`src/rtl/framebuffer_writer_pkg.sv`:
```
// Shared renderer geometry plus the pixel record and state type used by the framebuffer writer.
`ifndef FB_DEFINES_SVH
`define FB_DEFINES_SVH
`define X_BITES 8
`define Y_BITES 7
`define COLOR_BITES 3
`define FB_W 160
`define FB_H 120
`define FB_SIZE 19200
`endif

package framebuffer_writer_pkg;

  localparam int unsigned XBits     = `X_BITES;
  localparam int unsigned YBits     = `Y_BITES;
  localparam int unsigned ColorBits = `COLOR_BITES;
  localparam int unsigned PixelBits = XBits + YBits + ColorBits;

  typedef enum logic [0:0] {
    StRun   = 1'b0,
    StClear = 1'b1
  } fbw_state_e;

  typedef struct packed {
    logic [XBits-1:0]     x;
    logic [YBits-1:0]     y;
    logic [ColorBits-1:0] color;
  } pixel_t;

endpackage

```
`src/rtl/plot_fifo.sv`:
```
// Synchronous FIFO buffering plot requests between the pixel producer and the framebuffer port.
module plot_fifo #(
  parameter int unsigned Width = 18,
  parameter int unsigned Depth = 8
) (
  input  logic             clk_i,
  input  logic             rst_ni,
  input  logic             push_i,
  input  logic             pop_i,
  input  logic [Width-1:0] wdata_i,
  output logic [Width-1:0] rdata_o,
  output logic             full_o,
  output logic             empty_o
);

  localparam int unsigned PtrW = (Depth > 1) ? $clog2(Depth) : 1;

  logic [PtrW-1:0]  wr_ptr_q, wr_ptr_d;
  logic [PtrW-1:0]  rd_ptr_q, rd_ptr_d;
  logic [PtrW:0]    count_q, count_d;
  logic [Width-1:0] mem_q [Depth];
  logic             push_ok, pop_ok;

  assign full_o  = (count_q == (PtrW + 1)'(Depth));
  assign empty_o = (count_q == '0);
  // A push into a full FIFO is lost even when a pop frees a slot on the same edge.
  assign push_ok = push_i & ~full_o;
  assign pop_ok  = pop_i & ~empty_o;
  assign rdata_o = mem_q[rd_ptr_q];

  always_comb begin
    wr_ptr_d = wr_ptr_q + PtrW'(push_ok);
    rd_ptr_d = rd_ptr_q + PtrW'(pop_ok);
    count_d  = count_q;
    case ({push_ok, pop_ok})
      2'b10:   count_d = count_q + (PtrW + 1)'(1);
      2'b01:   count_d = count_q - (PtrW + 1)'(1);
      default: count_d = count_q;
    endcase
  end

  always_ff @(posedge clk_i or negedge rst_ni) begin
    if (!rst_ni) begin
      wr_ptr_q <= '0;
      rd_ptr_q <= '0;
      count_q  <= '0;
    end else begin
      wr_ptr_q <= wr_ptr_d;
      rd_ptr_q <= rd_ptr_d;
      count_q  <= count_d;
    end
  end

  always_ff @(posedge clk_i) begin
    if (push_ok) begin
      mem_q[wr_ptr_q] <= wdata_i;
    end
  end

endmodule

```
`src/rtl/framebuffer_writer.sv`:
```
// Turns a buffered pixel stream into framebuffer writes, with a full-screen fill mode.
module framebuffer_writer
  import framebuffer_writer_pkg::*;
#(
  parameter int unsigned FB_W       = `FB_W,
  parameter int unsigned FB_H       = `FB_H,
  parameter int unsigned FIFO_DEPTH = 8
) (
  input  logic                    clock,
  input  logic                    resetn,
  input  logic [`X_BITES-1:0]     in_x,
  input  logic [`Y_BITES-1:0]     in_y,
  input  logic [`COLOR_BITES-1:0] in_color,
  input  logic                    plot,
  input  logic                    clear,
  input  logic [`COLOR_BITES-1:0] clear_color,
  output logic [14:0]             fb_addr,
  output logic [`COLOR_BITES-1:0] fb_data,
  output logic                    fb_we,
  output logic                    full,
  output logic                    busy,
  output logic                    overflow,
  output logic [7:0]              drop_count
);

  localparam int unsigned FbSize   = FB_W * FB_H;
  localparam logic [14:0] LastAddr = 15'(FbSize - 1);

  fbw_state_e           state_q, state_d;
  logic [14:0]          clr_addr_q, clr_addr_d;
  logic [ColorBits-1:0] clr_color_q, clr_color_d;
  logic [14:0]          fb_addr_q, fb_addr_d;
  logic [ColorBits-1:0] fb_data_q, fb_data_d;
  logic                 fb_we_q, fb_we_d;
  logic                 ovf_q, ovf_d;
  logic [7:0]           drop_q, drop_d;

  logic                 fifo_pop, fifo_empty, fifo_full;
  logic [PixelBits-1:0] fifo_rdata;
  pixel_t               push_pix, pop_pix;
  logic [14:0]          pix_x, pix_y, pix_addr;
  logic                 pix_in_range;

  assign push_pix = '{x: in_x, y: in_y, color: in_color};
  assign pop_pix  = pixel_t'(fifo_rdata);

  plot_fifo #(
    .Width (PixelBits),
    .Depth (FIFO_DEPTH)
  ) u_plot_fifo (
    .clk_i   (clock),
    .rst_ni  (resetn),
    .push_i  (plot),
    .pop_i   (fifo_pop),
    .wdata_i (push_pix),
    .rdata_o (fifo_rdata),
    .full_o  (fifo_full),
    .empty_o (fifo_empty)
  );

  assign pix_x = 15'(pop_pix.x);
  assign pix_y = 15'(pop_pix.y);

  if (FB_W == 160) begin : g_addr_shift
    // 160 = 128 + 32: two shifted adds instead of a multiplier.
    assign pix_addr = (pix_y << 7) + (pix_y << 5) + pix_x;
  end else begin : g_addr_mul
    assign pix_addr = pix_y * 15'(FB_W) + pix_x;
  end

  assign pix_in_range = (32'(pop_pix.x) < FB_W) && (32'(pop_pix.y) < FB_H);

  always_comb begin
    state_d     = state_q;
    clr_addr_d  = clr_addr_q;
    clr_color_d = clr_color_q;
    fb_addr_d   = fb_addr_q;
    fb_data_d   = fb_data_q;
    fb_we_d     = 1'b0;
    drop_d      = drop_q;
    ovf_d       = ovf_q | (plot & fifo_full);
    fifo_pop    = 1'b0;

    unique case (state_q)
      StRun: begin
        if (!fifo_empty) begin
          fifo_pop = 1'b1;
          if (pix_in_range) begin
            fb_we_d   = 1'b1;
            fb_addr_d = pix_addr;
            fb_data_d = pop_pix.color;
          end else if (drop_q != 8'hff) begin
            drop_d = drop_q + 8'd1;
          end
        end
        // A pop on the same edge still writes; the fill starts on the following edge.
        if (clear) begin
          state_d     = StClear;
          clr_addr_d  = '0;
          clr_color_d = clear_color;
        end
      end
      StClear: begin
        fb_we_d   = 1'b1;
        fb_addr_d = clr_addr_q;
        fb_data_d = clr_color_q;
        if (clr_addr_q == LastAddr) begin
          state_d = StRun;
        end else begin
          clr_addr_d = clr_addr_q + 15'd1;
        end
      end
      default: state_d = StRun;
    endcase
  end

  always_ff @(posedge clock or negedge resetn) begin
    if (!resetn) begin
      state_q     <= StRun;
      clr_addr_q  <= '0;
      clr_color_q <= '0;
      fb_addr_q   <= '0;
      fb_data_q   <= '0;
      fb_we_q     <= 1'b0;
      ovf_q       <= 1'b0;
      drop_q      <= '0;
    end else begin
      state_q     <= state_d;
      clr_addr_q  <= clr_addr_d;
      clr_color_q <= clr_color_d;
      fb_addr_q   <= fb_addr_d;
      fb_data_q   <= fb_data_d;
      fb_we_q     <= fb_we_d;
      ovf_q       <= ovf_d;
      drop_q      <= drop_d;
    end
  end

  assign fb_addr    = fb_addr_q;
  assign fb_data    = fb_data_q;
  assign fb_we      = fb_we_q;
  assign full       = fifo_full;
  assign busy       = (state_q == StClear);
  assign overflow   = ovf_q;
  assign drop_count = drop_q;

endmodule
```
`config.mk`:
```
export PLATFORM = sky130hd
export DESIGN_NAME = framebuffer_writer
export DESIGN_NICKNAME = d
export VERILOG_FILES = /design/src/rtl/framebuffer_writer_pkg.sv /design/src/rtl/plot_fifo.sv /design/src/rtl/framebuffer_writer.sv
export SDC_FILE = /design/constraint.sdc
export NUM_CORES = 1
export LEC_CHECK = 0
export BUFFER_PORTS_ARGS = -buffer_cell sky130_fd_sc_hd__buf_4
export CORE_UTILIZATION = 55
export CTS_CLUSTER_DIAMETER = 80
export DETAILED_ROUTE_END_ITERATION = 10
export GPL_TIMING_DRIVEN = 0
export PLACE_DENSITY = 0.76
export SETUP_SLACK_MARGIN = 0.2
export SYNTH_ARGS = -nofsm -noshare
export SYNTH_HDL_FRONTEND = slang
export SYNTH_SLANG_ARGS = --single-unit
```
`constraint.sdc`:
```
create_clock -name clock -period 3.4 [get_ports clock]
set_input_delay 0.85 -clock clock [delete_from_list [all_inputs] [get_ports clock]]
set_output_delay 0.85 -clock clock [all_outputs]
set_load 0.01 [all_outputs]
```
Word-level counts from Yosys, hierarchy flattened
Memories as Yosys holds them, arrays and structs flattened.
Cells that the tools add are included.
{ "classes": {"n_bitwise": 8, "addsub": 8, "n_lt_le_gt_ge": 2, "muxes": 20, "eq_ne": 9, "reduce_logical": 7} }
{ "ops": {"columns": ["op", "n"], "rows": [
  ["$mux 15", 4],
  ["$pmux 15 s2", 2],
  ["$add 14x12->15", 1],
  ["$add 15x1->15 const B", 1],
  ["$add 15x8->15", 1],
  ["$eq 15x15->1 const B", 1],
  ["$add 8x1->8 const B", 1],
  ["$lt 8x8->1 const B", 1],
  ["$mux 1", 8],
  ["$ne 2x2->1 const B", 4],
  ["$ne 8x8->1 const B", 1],
  ["$pmux 4 s2", 1],
  ["$lt 7x7->1 const B", 1],
  ["$add 3x1->3", 2],
  ["$mux 3", 2],
  ["$pmux 3 s2", 1],
  ["$reduce_and 2->1", 3],
  ["$add 4x1->4 const B", 1],
  ["$eq 4x4->1 const B", 1],
  ["$logic_not 4->1", 1],
  ["$not 1->1", 4],
  ["$pmux 1 s2", 2],
  ["$reduce_and 4->1", 1],
  ["$sub 4x1->4 const B", 1],
  ["other kinds (6)", 8]
]} }
{ "word_totals": {"wordCells": 66, "mem_count": 1, "ff_bits": 57, "mem_bits_rw": 144} }
{ "mem_list": {"columns": ["memory", "words", "word_bits", "read_ports", "rd_ports_with_merged_regs", "wr", "line", "rtl"], "rows": [
  ["u_plot_fifo.mem_q", 8, 18, 1, 0, 1, "plot_fifo.sv:21", "logic [Width-1:0] mem_q [Depth];"]
]} }

Logic depth before layout (Yosys ltp)
Gate-level depths: netlist of run 1.
{ "depth": {"depth_word": 6, "depth_mapped": 16, "mapped_depth_nobuf": 13} }

Cells and area by module
A second synthesis of run 1 with hierarchy kept.
{ "hier_totals": {"hier_cells": 536, "hier_area_um2": 8772.2} }
{ "modules_own_cells": {"columns": ["mod", "cells_each", "seq_area_each_um2", "area_each_um2", "n_inst"], "rows": [
  ["plot_fifo", 261, 4574.4, 6103.4, 1],
  ["framebuffer_writer", 275, 1176.1, 2668.8, 1]
]} }

Worst setup path after synthesis of run 1
OpenSTA, ideal clock, no wires.
{ "synth_path": {"path_type": "register to register", "startpoint": "reg u_plot_fifo.rd_ptr_q[1]", "endpoint": "reg fb_addr_q[12] (netlist: fb_addr[12])", "arrival_time_ns": 3.607, "stages_incl_launch_ff": 16, "slack_ns": -0.331, "period_less_slack_ns": 3.731, "t_required_ns": 3.276, "path_buffers": 3, "path_cell_list": "dfrtp_1 buf_2 buf_2 buf_1 mux4_2 nand2_1 and2_1 fa_1 inv_1 fa_1 a21o_1 a21oi_1 o21bai_1 a211oi_1 nor4b_1 a211o_1"} }
{ "synth_between": {"elab_chain_cells": 6, "elab_cells_between_ends": 11, "classes_between": "add/sub: 2; order compare: 2; eq/ne: 1; mux: 3; reduce/logical: 2; memory: 1"} }
{ "synth_rtl": {"columns": ["element", "line", "rtl"], "rows": [
  ["from (decl)", "plot_fifo.sv:19", "logic [PtrW-1:0] rd_ptr_q, rd_ptr_d;"],
  ["from (signal assigned)", "plot_fifo.sv:49", "rd_ptr_q <= rd_ptr_d;"],
  ["$mem_v2 8x18 (*)", null, null],
  ["$add 14x12->15", "framebuffer_writer.sv:66", "assign pix_addr = (pix_y << 7) + (pix_y << 5) + pix_x;"],
  ["$add 15x8->15", "framebuffer_writer.sv:66", null],
  ["$mux 15", "framebuffer_writer.sv:88", "if (pix_in_range) begin"],
  ["$mux 15", "framebuffer_writer.sv:86", "if (!fifo_empty) begin"],
  ["$pmux 15 s2", "framebuffer_writer.sv:84", "unique case (state_q)"],
  ["to (signal assigned)", "framebuffer_writer.sv:131", "fb_addr_q <= fb_addr_d;"],
  ["to (decl)", "framebuffer_writer.sv:32", "logic [14:0] fb_addr_q, fb_addr_d;"]
]} }
Mark *: on every way between the ends. The rest lies on a longest branch, timed or not. The select of a mux whose other input is x is not followed.
A chain may end at the register's enable or synchronous reset.

Worst setup path after layout of run 1
{ "layout_path": {"startpoint": "reg u_plot_fifo.rd_ptr_q[0]", "endpoint": "reg fb_addr_q[12] (netlist: fb_addr[12])"} }
Same word-level chain as after synthesis.

==> results.md, run 1 <==
- Most instantiated cells after synthesis: 144 x edfxtp_1, 95 x nand2_1, 57 x dfrtp_1, 28 x mux4_2, 22 x ha_1
- Clk buf depth: 3
- Hold Fails Final Rpt: 0
- CP Launch Type: flop
- Gpl congestion: 0.848
- Syn_area_per_cell: ~15 µm²
- Worst EP required: between 3 and 4 ns
- Slowest-stage cell, CP: fa_1
- Worst hold slack: 0.385 ns
- YS warnings: 0
- Most numerous cell on the critical path: buf_12
- Slew @ Worst Pin: ~0.74 ns
- Slew headroom: between 50% and 60%
- Number of flops mapped to enable cells by yosys: between 100 and 150
- WP data arrival: 3.87 ns
- Clk sink count: 201
- I/O pin total: 55
- Number of global-route vias before repair: approximately 5400
- Worst r2r path cells: 15
- Setup crit end kind: flop
- Share of cells above drive strength 1: a little over a quarter
- Sequential share of the synthesized area: between 60% and 70%
- Min Tclk post-route: approximately 3.5 ns
- Area growth syn-to-layout: 20.7%
- H-tree Lvls: 1
- Synth Instances: around 560
- Reg2reg setup slack: -0.08 ns
- Root buffer cell: clkbuf_16
- Number of hold buffers added after cts: 0
- Worst-Skew Late Latency: 0.52 ns
- Biggest area consumer among synthesized cells: edfxtp_1
- GRT Resource Usage Total: a little under a quarter
- Initial antenna violation count: 0
- R2R Path Start: u_plot_fifo.rd_ptr_q[0]
- Setup violations, final: 1
- Largest net degree at the start of global routing: between 50 and 60
- Vias: between 5000 and 6000
- Layout Nets: roughly 710
- VDD IR max: around 0.5 mV
- CP max stage delay: roughly 0.55 ns
- Failing checks: negative setup slack
- Residual DRC count: 0
- Top_reg_cell synth: edfxtp_1
- Ranking of synthesized cells by area: edfxtp_1 50%, dfrtp_1 16%, mux4_2 7.3%
- First-pass GRT wire length: around 29 mm
- Static leakage: between 4 and 5 nW
- Post-DRT Antenna Nets: 0
- Most instantiated library cell after synthesis: edfxtp_1
- # diodes: 0
- Skew final: approximately 0.014 ns
- CP Class: reg2reg
- Detailed Route WL: ~18 mm
- Max-cap violation count: 0
- Ys async rst share: between 20 and 30%
- Clock-pin slew on the worst setup and hold paths: roughly 0.060 ns
- Power, Total: 7.11 mW
- Mapped cell area: between 8000 and 9000 µm²
- Detailed placement HPWL: 12.2 mm
- Vert. Die Dim: approximately 130 µm
- Die area: 16300 µm²
- Row cnt: 45
- Drt first pass iters: 5
- Total gr overflow: 0
- Hold Path Class: in2async
- Post-Syn Nets: between 600 and 700
- Flops & latches, synth: between 200 and 250
- Final clock period utilization by the worst path: 102%
- Max Slew Vio Count: 0
- CP cell instances: buf_6 > buf_12 > buf_12 > mux4_2 > nand2_1 > and2_4 > fa_1 > inv_2 > fa_2 > a21o_1 > a21oi_2 > o21bai_1 > a211oi_2 > nor4b_2 > a211o_1
- Filler cells: 1021
- Cts bufs inserted: 22
- RSZ-0062 raised after global routing: yes
- Initial cell density of the core: between 50% and 60%
- Worst Path Max Fanout: 7
- Count of unique library cells instantiated by Yosys: between 50 and 60
- Power Density: just under 700 nW/µm²
- Reg-to-reg critical path endpoint: fb_addr[12]
- FMAX: approximately 290 MHz
- Vias per cell: ~6
- Yosys top cell area share: 49.8%
- Starting DRT DRC Count: about 360
- CTS tree: yes
- Routed WL per cell: between 20 and 25 µm
- Buffers on Ports: between 50 and 60
- Post-route setup slack: -0.0815 ns
- Status: complete, but fails checks
- Die X-Extent: roughly 130 µm
- Dpl ws: -0.399 ns
- Core ar.: roughly 15000 µm²
worst max-delay path, delay by kind of cell, from the launching register on:
kind	cells	cell delay (ns)
AO/OA/AOI/OAI	5	0.97
adder cells (fa/ha/maj)	2	0.90
buffers and inverters	4	0.47
flip-flops	1	0.39
multiplexers	1	0.33
AND/OR/NAND/NOR	3	0.31
worst max-delay path by stage:
| stage | endpoint | slack [ns] | startpoint | depth (start not counted) |
|---|---|---|---|---|
| after global routing | fb_addr[12] | -0.21 | u_plot_fifo.rd_ptr_q[0] | 15 |
| after floorplan | fb_addr[12] | 0.14 | u_plot_fifo.rd_ptr_q[0] | 15 |
| after global placement | u_plot_fifo.mem_q[0][1] | -0.73 | plot | 5 |
| after detailed placement | fb_addr[12] | -0.40 | u_plot_fifo.rd_ptr_q[1] | 15 |
| after CTS | fb_addr[12] | -0.03 | u_plot_fifo.rd_ptr_q[0] | 15 |
| final | fb_addr[12] | -0.08 | u_plot_fifo.rd_ptr_q[0] | 15 |
power breakdown:
group | switching [mW] | internal [mW]
sequential | 0.258 | 3.09
combinational | 0.795 | 0.649
clock | 0.942 | 1.38
total | 2.00 | 5.12
cell type report:
class                           count  area [µm²]  share of cell area [%]
Tap cell                          211         264                    2.52
Buffer                             22         178                    1.69
Timing Repair Buffer               77         646                    6.16
Clock buffer                       28         583                    5.56
Clock inverter                     10         128                    1.22
Sequential cell                   201        5750                    54.9
Multi-Input combinational cell    326        2890                    27.5
Inverter                           13        48.8                   0.466
cells by family (layout without fill, tap and decap cells):
family / after synthesis / count (layout) / share of synthesized area [%]
adder cells (fa/ha/maj): 25 / 25 / 3.86
AND/OR/NAND/NOR: 166 / 166 / 8.65
buffers and inverters: 35 / 150 / 2.08
multiplexers: 55 / 55 / 11.9
XOR/XNOR: 21 / 21 / 2.12
flip-flops: 201 / 201 / 66.2
AO/OA/AOI/OAI: 59 / 59 / 5.16
flip-flops by register name, summed over array words and instances, names as in the netlist:
register / count
overflow: 1
fb_we: 1
busy: 1
clr_addr_q: 15
drop_count: 8
u_plot_fifo.mem_q: 144
fb_addr: 15
u_plot_fifo.count_q: 4
clr_color_q: 3
u_plot_fifo.rd_ptr_q: 3
fb_data: 3
u_plot_fifo.wr_ptr_q: 3
repair_timing:
item                       in CTS  in global routing
setup buffers                  10                  3
setup endpoints to repair       8                  6
pin swaps                       9                  9
resized for setup              22                  3
cell usage in the layout, fill, tap and decap left out, types with 5 or more instances in the layout:
cell,netlist,final
xnor2_1,8,7
inv_1,13,12
mux4_1,8,8
dfrtp_1,57,57
buf_8,0,8
mux2i_1,17,17
buf_6,3,10
nor2_2,0,6
buf_4,1,66
ha_1,22,17
nand2b_1,5,5
clkbuf_1,9,12
mux4_2,28,28
o21ai_0,7,6
clkbuf_16,0,22
nand2_1,95,95
nor3_1,7,5
nor2_1,21,14
nand3_1,16,16
o21ai_1,19,20
edfxtp_1,144,144
xor2_1,13,13
metrics by stage:
stage,instance area (µm²),utilization (%),cells,setup TNS (ns)
6_report,10500,68.4,888,-0.0815
5_1_grt,10500,68.4,888,-0.504
4_1_cts,10400,68.2,885,-0.0321
3_5_place_dp,9570,62.5,837,-1.26
3_3_place_gp,9410,61.4,827,-26.67
2_1_floorplan,8740,-,562,0
metal layers:
layer | vias up | global-route usage [%] | routed length (µm)
met1 | 2643 | 30.4 | 7450
li1 | 2328 | - | -
met5 | - | 0 | 0
met4 | 0 | 7.82 | 452
met2 | 186 | 40.7 | 9370
met3 | 42 | 4.52 | 1120
Note: power is estimated with default switching activity, not from simulation.
==> run 2, diff against run 1 <==
==> constraint.sdc (replaced) <==
create_clock -name clock -period 3.4 [get_ports clock]
set_input_delay 0.34 -clock clock [delete_from_list [all_inputs] [get_ports clock]]
set_output_delay 0.34 -clock clock [all_outputs]
set_load 0.01 [all_outputs]
==> run 2 against run 1 <==
Net effect: the run still ends with negative setup slack left; non-clock buffer count grew 1; final cell count grew 0.11%; via count grew 0.33%; clock power is essentially flat; core utilization grew 0.065 points; clock skew is essentially flat; cell area is essentially flat; setup slack lost 0.0032 ns; register-to-register slack is essentially flat; largest power group unchanged.
==> results.md, run 2 (same netlist as run 1, synthesis figures left out) <==
- VDD IR max: around 0.5 mV
- CTS tree: yes
- Area growth syn-to-layout: 20.9%
- Slew @ Worst Pin: 0.744 ns
- H-tree Lvls: 1
- Final core occ: approximately 69%
- Most common cell after layout, fill and taps aside: edfxtp_1
- I/O pin total: 55
- Core ar.: about 15000 µm²
- Root buffer cell: clkbuf_16
- Worst Path Max Fanout: 6
- Row cnt: 45
- Vias per cell: 5.87
- Post-route setup slack: -0.0847 ns
- # diodes: 0
- Share of cells above drive strength 1: 27.3%
- Static leakage: roughly 4.1 nW
- Die area: 16300 µm²
- Filler cells: 1020
- Initial cell density of the core: 56.7%
- Commonest cells after routing, fill and taps aside: 144 x edfxtp_1, 95 x nand2_1, 66 x buf_4
- Setup crit end kind: flop
- WP data arrival: 3.88 ns
- Worst hold path startpoint: clear_color[1]
- Post-DRT Antenna Nets: 0
- Reg2reg setup slack: -0.08 ns
- Worst r2r path cells: 15
- Detailed Route WL: 18.4 mm
- Initial antenna violation count: 0
- RSZ-0062 raised after global routing: yes
- Status: complete, but fails checks
- First-pass GRT wire length: 28.9 mm
- Skew final: 0.0137 ns
- Drt first pass iters: 5
- Buffers on Ports: 54
- Hold Path Class: in2reg
- Die X-Extent: roughly 130 µm
- Vert. Die Dim: about 130 µm
- Max Slew Vio Count: 0
- Failing checks: negative setup slack
- Storage cell area: roughly 5800 µm²
- Multi-input gate area in the final layout: 2890 µm²
- Number of global-route vias before repair: roughly 5400
- Slew headroom: between 50% and 60%
- Hold Path Cell Cnt: 3
- Worst hold slack: around 0.037 ns
- Gpl congestion: between 0.8 and 0.9
- CP Launch Type: flop
- Cts bufs inserted: 22
- Largest Register: u_plot_fifo.mem_q
- Max FFs per register: 144
- Layout Nets: 714
- Clock-pin slew on the worst setup and hold paths: approximately 0.06 ns
- Reg-to-reg critical path endpoint: fb_addr[12]
- Power Density: 678 nW/µm²
- Starting DRT DRC Count: around 430
- FMAX: roughly 290 MHz
- Worst EP required: 3.79 ns
- R2R Path Start: u_plot_fifo.rd_ptr_q[0]
- GRT Resource Usage Total: between 20% and 30%
- Hold Fails Final Rpt: 0
- Largest net degree at the start of global routing: 58
- Vias: 5216
- Max-cap violation count: 0
- Hold Path End: clr_color_q[1]
- Clk sink count: approximately 200
- Total gr overflow: 0
- Detailed placement HPWL: between 10 and 15 mm
- Clk buf depth: 3
- Worst-Skew Late Latency: 0.52 ns
- CP Class: reg2reg
- Setup violations, final: 1
- Final clock period utilization by the worst path: 102%
- Min Tclk post-route: ~3.5 ns
- Residual DRC count: 0
- Routed WL per cell: about 21 µm
[run 2: worst max-delay path by stage]
stage,startpoint,endpoint,slack [ns],cells after the start
after floorplan,u_plot_fifo.rd_ptr_q[0],fb_addr[12],0.14,15
after global placement,u_plot_fifo.count_q[3],u_plot_fifo.mem_q[0][1],-0.46,5
after detailed placement,u_plot_fifo.rd_ptr_q[1],fb_addr[12],-0.40,15
after CTS,u_plot_fifo.rd_ptr_q[0],fb_addr[12],-0.03,15
after global routing,u_plot_fifo.rd_ptr_q[0],fb_addr[12],-0.21,15
final,u_plot_fifo.rd_ptr_q[0],fb_addr[12],-0.08,15
[run 2: layer usage]
layer,vias up,share of wire (%),global-route usage (%)
met5,-,0,0
met4,0,2.7,7.82
met3,48,6.1,4.52
met2,204,51,40.7
met1,2637,41,30.4
li1,2327,-,-
[run 2: worst max-delay path, stage by stage, from the launching register on]
cell      delay [ns]
dfrtp_1         0.37
buf_6           0.14
buf_12          0.12
buf_4           0.19
mux4_2          0.55
nand2_1         0.10
nand2_1         0.10
ha_2            0.20
ha_4            0.17
fa_2            0.39
a21o_1          0.17
a21oi_2         0.16
o21bai_1        0.12
a211oi_2        0.27
nor4b_2         0.08
a211o_1         0.24
[run 2: cell type report]
cell class / instances / area share (%)
Inverter: 13 / 0.465
Sequential cell: 201 / 54.8
Clock buffer: 28 / 5.56
Tap cell: 211 / 2.52
Multi-Input combinational cell: 326 / 27.5
Timing Repair Buffer: 78 / 6.25
Clock inverter: 10 / 1.22
Buffer: 22 / 1.69
[run 2: repair_timing]
| item | 4_1_cts | 5_1_grt |
|---|---|---|
| hold buffers | 1 | 0 |
| setup endpoints to repair | 8 | 6 |
| buffers inserted | 10 | 3 |
| pin swaps | 9 | 9 |
| gates resized for setup | 22 | 3 |
| hold endpoints to repair | 57 | 0 |
[run 2: stage by stage]
stage / instance area (µm²) / setup slack, ns / power [mW] / std cells / TNS (ns)
2_1_floorplan: 8740 / 0.138 / 4.15 / 562 / 0
3_3_place_gp: 9410 / -0.462 / 4.57 / 827 / -17.06
3_5_place_dp: 9570 / -0.399 / 4.75 / 837 / -1.26
4_1_cts: 10500 / -0.0321 / 7.13 / 886 / -0.0321
5_1_grt: 10500 / -0.212 / 7.40 / 889 / -0.504
6_report: 10500 / -0.0847 / 7.11 / 889 / -0.0847
[run 2: report_power, final]
part	leakage [nW]	switching [mW]	internal (mW)	total, mW
Combinational	1.76	0.797	0.650	1.45
Sequential	1.99	0.257	3.09	3.35
Clock	0.346	0.937	1.37	2.31
==> run 3, diff against run 2 <==
==> constraint.sdc (replaced) <==
create_clock -name clock -period 2.8 [get_ports clock]
set_input_delay 0.28 -clock clock [delete_from_list [all_inputs] [get_ports clock]]
set_output_delay 0.28 -clock clock [all_outputs]
set_load 0.01 [all_outputs]
==> run 3 against run 2 <==
Net effect: the flow still finishes with violations (negative setup slack); sequential power increased by 23%; clock-buffer cell count unchanged; sequential share of layout area fell by 1.6 points; combinational power rose by 28%; first-iteration DRC count increased by 2.3%; die area unchanged; power up 24%.
==> results.md, run 3 (same netlist as run 1, synthesis figures left out) <==
- CTS tree: yes
- Setup crit end kind: flop
- Initial cell density of the core: 56.7%
- Setup violations, final: 8
- Post-route setup slack: -0.616 ns
- Power, Total: roughly 9 mW
- Share of cells above drive strength 1: about 28%
- Min Tclk post-route: 3.42 ns
- I/O pin total: 55
- Vias per cell: ~5.7
- Die X-Extent: roughly 130 µm
- Clk sink count: around 200
- Residual DRC count: 0
- Status: complete, but fails checks
- Slew @ Worst Pin: between 0.7 and 0.8 ns
- Failing checks: negative setup slack
- Skew final: about 0.016 ns
- Core ar.: 15300 µm²
- WP data arrival: approximately 3.8 ns
- GRT Resource Usage Total: a little under a quarter
- Worst r2r path cells: 15
- CP Launch Type: flop
- Clk buf depth: 3
- Drt first pass iters: 5
- Vias: around 5200
- Vert. Die Dim: 128 µm
- # diodes: 0
- Cts bufs inserted: 22
- VDD IR max: between 0.5 and 0.6 mV
- Max-cap violation count: 0
- Starting DRT DRC Count: 444
- Total gr overflow: 0
- Hold Path Class: in2reg
- Detailed Route WL: about 18 mm
- Worst hold slack: about 0.015 ns
- Max FFs per register: approximately 140
- Area growth syn-to-layout: 24.5%
- Final clock period utilization by the worst path: 122%
- Worst-Skew Late Latency: slightly above 0.5 ns
- Worst EP required: approximately 3.2 ns
- Largest net degree at the start of global routing: between 50 and 60
- Max Slew Vio Count: 0
- Power Density: about 810 nW/µm²
- Clock-pin slew on the worst setup and hold paths: roughly 0.060 ns
- Gpl congestion: around 0.9
- Most common cell after layout, fill and taps aside: edfxtp_1
- CP Class: reg2reg
- Die area: approximately 16000 µm²
- Initial antenna violation count: 0
- H-tree Lvls: 1
- First-pass GRT wire length: 29.1 mm
- Detailed placement HPWL: between 10 and 15 mm
- RSZ-0062 raised after global routing: yes
- Hold Path Cell Cnt: 1
- Commonest cells after routing, fill and taps aside: 144 x edfxtp_1, 95 x nand2_1, 67 x buf_4
- Layout Nets: ~730
- Routed WL per cell: ~20 µm
- Largest Register: u_plot_fifo.mem_q
- Slew headroom: between 50% and 60%
- FMAX: 293 MHz
- Dpl ws: -0.893 ns
- Row cnt: between 40 and 50
- Root buffer cell: clkbuf_16
- Post-DRT Antenna Nets: 0
- Number of global-route vias before repair: 5505
- Buffers on Ports: 54
- Hold Fails Final Rpt: 0
- Worst Path Max Fanout: 4
- Static leakage: between 4 and 5 nW
==> run 3: per-layer routing <==
metal	wire length, µm	vias to the layer above	global-route usage (%)
met1	7410	2590	30.8
met3	915	53	2.93
met5	0	-	0
met4	684	0	10.4
met2	9450	195	41.3
li1	-	2373	-
==> run 3: repair_timing <==
action,4_1_cts,5_1_grt
setup buffers,13,2
endpoints found under the setup margin,10,20
pin swaps,12,12
cloned,0,1
gates resized for setup,29,9
hold endpoints to repair,170,0
hold buffers,20,0
==> run 3: area by class of cell <==
type                    instances  area [µm²]
plain buffers                  22         175
clock buffers                  28         573
clock inverters                10         145
fillers                       982        4500
inverters                      13        48.8
multi-input cells             326        2970
flip-flops and latches        201        5750
well taps                     211         264
repair buffers                 98         883
==> run 3: path summary, 6_finish.rpt <==
| path | from | slack (ns) | endpoint |
|---|---|---|---|
| max | u_plot_fifo.rd_ptr_q[0] | -0.62 | fb_addr[13] |
| min in group asynchronous | resetn | 0.37 | clr_addr_q[7] |
| max in group asynchronous | resetn | 1.94 | drop_count[6] |
| min | in_y[5] | 0.01 | u_plot_fifo.mem_q[3][8] |
| min reg2reg | overflow | 0.47 | overflow |
| max reg2reg | u_plot_fifo.rd_ptr_q[0] | -0.62 | fb_addr[13] |
==> run 3: critical path, cell delays in order, from the launching register on <==
cell and delay [ns]:
dfrtp_1 0.37, buf_6 0.14, buf_12 0.12, buf_4 0.10
mux4_2 0.54, a21oi_2 0.22, fa_1 0.45, inv_2 0.10
buf_6 0.10, ha_4 0.19, a21oi_4 0.16, o211ai_1 0.16
o41ai_2 0.30, xnor2_1 0.11, mux2i_1 0.14, o21ai_1 0.07
==> run 3: where the power goes <==
part           leakage [nW]  switching, mW  internal (mW)  total (mW)
combinational          1.87          0.981          0.868        1.85
sequential             1.99          0.350           3.76        4.11
clock                 0.346           1.12           1.73        2.85
total                  4.21           2.45           6.35        8.80
==> run 3: stage by stage <==
step / area [µm²] / std cells / TNS [ns] / utilization (%)
3_3_place_gp: 9430 / 827 / -11.47 / 61.6
4_1_cts: 10800 / 906 / -3.16 / 70.2
2_1_floorplan: 8760 / 562 / -1.63 / -
3_5_place_dp: 9600 / 835 / -5.01 / 62.7
5_1_grt: 10800 / 909 / -4.31 / 70.6
6_report: 10800 / 909 / -3.42 / 70.6
